[src/rtl/arb4_pkg.sv]
// Shared types and the rotating-priority winner search for the 4-way round-robin arbiter.
package arb4_pkg;

   localparam int unsigned N_REQ = 4;
   localparam int unsigned IDX_W = 2;

   typedef enum logic [0:0] {IDLE, GRANT} arb_state_e;

   typedef struct packed {
      logic             found;
      logic [IDX_W-1:0] idx;
   } arb_win_t;

   // First set request at or after ptr, wrapping 3->0.
   function automatic arb_win_t arb_search(input logic [N_REQ-1:0] req,
                                           input logic [IDX_W-1:0] ptr);
      arb_win_t         w;
      logic [IDX_W-1:0] cand;
      w.found = 1'b0;
      w.idx   = '0;
      // Walk from the farthest offset down so the nearest hit is kept last.
      for (int i = N_REQ - 1; i >= 0; i--) begin
         cand = ptr + IDX_W'(i);
         if (req[cand]) begin
            w.found = 1'b1;
            w.idx   = cand;
         end
      end
      return w;
   endfunction

endpackage

[src/rtl/arb_onehot_dec.sv]
// One-hot grant decoder: expands the owner index into the grant vector when enabled.
module arb_onehot_dec
   import arb4_pkg::*;
(
   input  logic [IDX_W-1:0] idx,
   input  logic             en,
   output logic [N_REQ-1:0] gnt
);

   always_comb begin
      gnt = '0;
      if (en) gnt[idx] = 1'b1;
   end

endmodule

[src/rtl/arb4_rr.sv]
// 4-way round-robin arbiter with registered grant. Define ARB4_RR_TIMEOUT_EN to add the
// MAX_HOLD forced hand-off; otherwise grants are held until the owner releases.
module arb4_rr
   import arb4_pkg::*;
#(
   parameter int unsigned MAX_HOLD = 8
) (
   input  logic             clk,
   input  logic             rst_n,
   input  logic [N_REQ-1:0] req,
   output logic [N_REQ-1:0] gnt,
   output logic [IDX_W-1:0] gnt_idx,
   output logic             gnt_en,
   output logic             timeout
);

   arb_state_e       state_q;
   logic [IDX_W-1:0] idx_q;
   logic             en_q;
   logic [IDX_W-1:0] ptr_q;

   arb_win_t win_idle;
   arb_win_t win_next;
   logic     rel;
   logic     expire;
   logic     handoff;

   assign win_idle = arb_search(req, ptr_q);
   assign win_next = arb_search(req, idx_q + 2'd1);
   assign rel      = (state_q == GRANT) && !req[idx_q];
   assign handoff  = rel || expire;

`ifdef ARB4_RR_TIMEOUT_EN
   logic [7:0] hold_q;
   logic       timeout_q;

   assign expire = (state_q == GRANT) && req[idx_q] && (hold_q == 8'(MAX_HOLD - 1));

   always_ff @(posedge clk or negedge rst_n) begin
      if (!rst_n) begin
         hold_q    <= 8'd0;
         timeout_q <= 1'b0;
      end else begin
         // Idle and every hand-off restart the count for the next owner.
         hold_q    <= (state_q == GRANT && !handoff) ? hold_q + 8'd1 : 8'd0;
         timeout_q <= expire;
      end
   end

   assign timeout = timeout_q;
`else
   logic unused_max_hold;
   assign unused_max_hold = ^8'(MAX_HOLD);
   assign expire          = 1'b0;
   assign timeout         = 1'b0;
`endif

   always_ff @(posedge clk or negedge rst_n) begin
      if (!rst_n) begin
         state_q <= IDLE;
         idx_q   <= '0;
         en_q    <= 1'b0;
         ptr_q   <= '0;
      end else begin
         unique case (state_q)
            IDLE: begin
               if (win_idle.found) begin
                  state_q <= GRANT;
                  idx_q   <= win_idle.idx;
                  en_q    <= 1'b1;
               end
            end
            GRANT: begin
               if (handoff) begin
                  ptr_q <= idx_q + 2'd1;
                  if (win_next.found) begin
                     idx_q <= win_next.idx;
                  end else begin
                     state_q <= IDLE;
                     idx_q   <= '0;
                     en_q    <= 1'b0;
                  end
               end
            end
            default: begin
               state_q <= IDLE;
               idx_q   <= '0;
               en_q    <= 1'b0;
            end
         endcase
      end
   end

   assign gnt_idx = idx_q;
   assign gnt_en  = en_q;

   arb_onehot_dec u_dec (
      .idx (idx_q),
      .en  (en_q),
      .gnt (gnt)
   );

endmodule
[config.mk]
export PLATFORM = sky130hd
export DESIGN_NAME = arb4_rr
export DESIGN_NICKNAME = d
export VERILOG_FILES = /design/src/rtl/arb4_pkg.sv /design/src/rtl/arb_onehot_dec.sv /design/src/rtl/arb4_rr.sv
export SDC_FILE = /design/constraint.sdc
export NUM_CORES = 1
export LEC_CHECK = 0
export CORE_MARGIN = 2
export CORE_UTILIZATION = 30
export CTS_CLUSTER_SIZE = 12
export DETAILED_ROUTE_END_ITERATION = 6
export PLACE_DENSITY = 0.65
export SLEW_MARGIN = 30
export SYNTH_ARGS = -nofsm -noshare
export SYNTH_HDL_FRONTEND = slang
export SYNTH_HIERARCHICAL = 1
export SYNTH_SLANG_ARGS = --single-unit
[constraint.sdc]
create_clock -name clk -period 1.8 [get_ports clk]
set_input_delay 0.18 -clock clk [delete_from_list [all_inputs] [get_ports clk]]
set_output_delay 0.18 -clock clk [all_outputs]
set_load 0.005 [all_outputs]
==> results by group <==
Timing
  • Worst Skew: approximately 0.0097 ns
  • Final Critical Period: 1.75 ns
  • Final WS setup: 0.0462 ns
  • Fin. Hold Viols: 0
  • Fin Hold WS: between 0.15 and 0.2 ns
  • Tcrit/Tclk final: between 90% and 100%
  • Fmax: 570 MHz
  • TNS Setup: 0 ns
  • Finish-stage setup viols: 0
  • Slew Limit Fails: 0
  • RSZ-0062 raised after global routing: false

GRT
  • Gr usage total: approximately 13%
  • Initial antenna violation count: 0
  • Grt total ovfl: 0
  • Pin count of the biggest net entering global routing: 11
  • Number of global-route vias before repair: 486
  • Global-route wire length before repair: 2.04 mm

Power and ir drop
  • Switching share of total power: 37.5%
  • Reg power frac: 26.7%
  • P_int: 0.620 mW
  • Power per cell area: 1250 nW/µm²
  • Switching pwr: 0.373 mW
  • Lkg Pwr: 0.348 nW
  • Total Power: 0.993 mW
  • Comb power frac: 61.1%
  • Clock power share: 12.2%
  • Worst VDD drop: 0.545 mV

Die
  • Die area: 2230 µm²
  • CORE AREA: 1750 µm²
  • Die Y: 47.2 µm
  • Initial core utilization: 32.1%
  • Boundary Pins: 14
  • Row count: 15
  • Width of the chip: between 40 and 50 µm

Synthesis
  • Mapped cell area: 561 µm²
  • Netlist cell types: 32
  • Register area share after synthesis: 26.8%
  • Cells after synthesis: 66
  • Synth Warn #: 6
  • FF+latch count, synth: 6
  • Syn_area_per_cell: 8.49 µm²
  • Mapped Nets: 72

Clock network
  • Number of H-tree levels: 1
  • CTS Root Cell: clkbuf_4
  • Setup bufs post-CTS: 0
  • Clock sink count: 6
  • CTS max path bufs: 2
  • Post-CTS resize count: 0
  • CTS Buf Count: 3
  • Hold buffer count at cts: 0
  • Reg clk slew, reported paths: 0.05 ns
  • Clk_lat worst skew: 0.24 ns
  • CTS tree: yes

Placement
  • Inst Count DP: about 110
  • Area post-placement: 767 µm²
  • Post-DP HPWL: 1.07 mm
  • IO Port Bufs: 12
  • Gpl congestion: 0.782
  • Worst slack, placed: -0.170 ns

Layout
  • Post-layout util: approximately 46%
  • Final Cell Area: 796 µm²
  • Area growth syn-to-layout: 42.0%
  • Share of post-route cells with drive strength above 1: 26.4%
  • ANT cells: 0
  • Final nets: 95
  • Fill count: about 170
  • Fin cells: about 110

Min path
  • Hold Path Class: in2async

Worst setup path
  • Worst reg2reg path depth: 3
  • Kind of critical path: reg2out
  • WP buf/inv: 2
  • Worst R2R End: gnt_idx[0]
  • Critical Path AT: 1.57 ns
  • CP max stage cell: clkdlybuf4s50_1
  • Crit path required time: about 1.6 ns
  • Crit-path cells: buf_4 > and3b_1 > clkdlybuf4s50_1
  • Crit-path max cell delay: 0.49 ns
  • CP Capture Type: output port
  • R2r setup slk: 0.13 ns
  • CP delay by family, top: buffers and inverters
  • Critical-path maximum fanout: 9
  • Worst r2r src: gnt_idx[0]
  • Crit start category: flop

Run status
  • Status: completed

Route
  • Vias: 574
  • Drt pass-1 iters: 4
  • DRC violations left: 0
  • Post-Route WL: 1.34 mm
  • Initial DRC Count: 6
  • Via density: just over 5
  • Post-route ant nets: 0
  • Wire length per cell: 12.0 µm

Flow run
  • Max Cap Viol: 0
flip-flops by register name, summed over array words and instances, names as in the netlist:
register,count
gnt_en,1
state_q,1
gnt_idx,2
ptr_q,2
cell families after synthesis:
group	share of synthesized area (%)
multiplexers	10.7
buffers and inverters	10.9
XOR/XNOR	1.56
AO/OA/AOI/OAI	27.7
AND/OR/NAND/NOR	21.7
other	0.669
flip-flops	26.8
power by group through the flow:
stage                     Clock (mW)  Sequential (mW)  Combinational (mW)
final                          0.121            0.265               0.607
after global routing           0.136            0.274               0.674
after CTS                      0.125            0.264               0.612
after detailed placement           0            0.267               0.608
after global placement             0            0.265               0.587
after floorplan                    0            0.253               0.389
synthesized netlist by cell type (all sizes together):
master | count | area (µm²)
a211oi | 1 | 7.51
a21o | 3 | 22.5
a21oi | 5 | 25.0
a221oi | 2 | 17.5
a22oi | 1 | 7.51
a31o | 1 | 8.76
a31oi | 1 | 6.26
and3 | 1 | 7.51
and3b | 2 | 17.5
buf | 6 | 38.8
clkbuf | 1 | 3.75
conb | 1 | 3.75
dfrtp | 6 | 150
inv | 5 | 18.8
mux2 | 1 | 15.0
mux4 | 2 | 45.0
nand2 | 3 | 11.3
nand2b | 3 | 18.8
nor2 | 6 | 22.5
nor2b | 4 | 25.0
nor3b | 1 | 12.5
nor4 | 1 | 6.26
o2111ai | 1 | 8.76
o211ai | 2 | 15.0
o21a | 1 | 7.51
o21ai | 2 | 10.0
o31a | 1 | 8.76
o32a | 1 | 10.0
xor2 | 1 | 8.76
layout make-up:
type	instances	area, µm²	share of cell area [%]
clock buffers	3	22.5	2.83
flip-flops and latches	6	150	18.9
multi-input cells	48	355	44.7
repair buffers	25	218	27.4
inverters	5	18.8	2.36
well taps	25	31.3	3.93
worst reg2reg max path: cells and delay by family (launching register included):
family / cells / cell delay [ns]
mux: 2 / 0.82
compound gates: 1 / 0.35
flops: 1 / 0.39
cells in the final DEF (no fill, tap or decap), drive strengths merged:
cell	instances
buf	13
clkdlybuf4s50	12
nor2	6
dfrtp	6
inv	5
a21oi	5
nor2b	4
nand2b	3
nand2	3
a21o	3
clkbuf	3
mux4	2
a221oi	2
o211ai	2
and3b	2
o21ai	2
nor4	1
xor2	1
mux2	1
a22oi	1
a31o	1
o21a	1
a31oi	1
o32a	1
o2111ai	1
a211oi	1
o31a	1
conb	1
nor3b	1
and3	1
how the worst max path moves through the flow:
| stage | startpoint | end | slack, ns | depth (start not counted) |
|---|---|---|---|---|
| after detailed placement | req[0] | gnt_idx[0] | -0.17 | 5 |
| after CTS | gnt_idx[1] | gnt[1] | 0.04 | 3 |
| final | gnt_idx[1] | gnt[1] | 0.05 | 3 |
| after floorplan | gnt_idx[0] | gnt_idx[0] | 0.006 | 4 |
| after global placement | req[0] | gnt_idx[0] | -0.15 | 5 |
| after global routing | gnt_idx[1] | gnt[1] | 0.0007 | 3 |
per-layer routing:
metal  global-route usage, %  wire (µm)  vias to the layer above
li1                        -          -                      280
met1                    16.9        577                      271
met2                    21.6        717                       23
met3                    1.15         49                        0
met4                    5.00          0                        0
met5                       0          0                        -
Power figures use the tool's default switching activity.
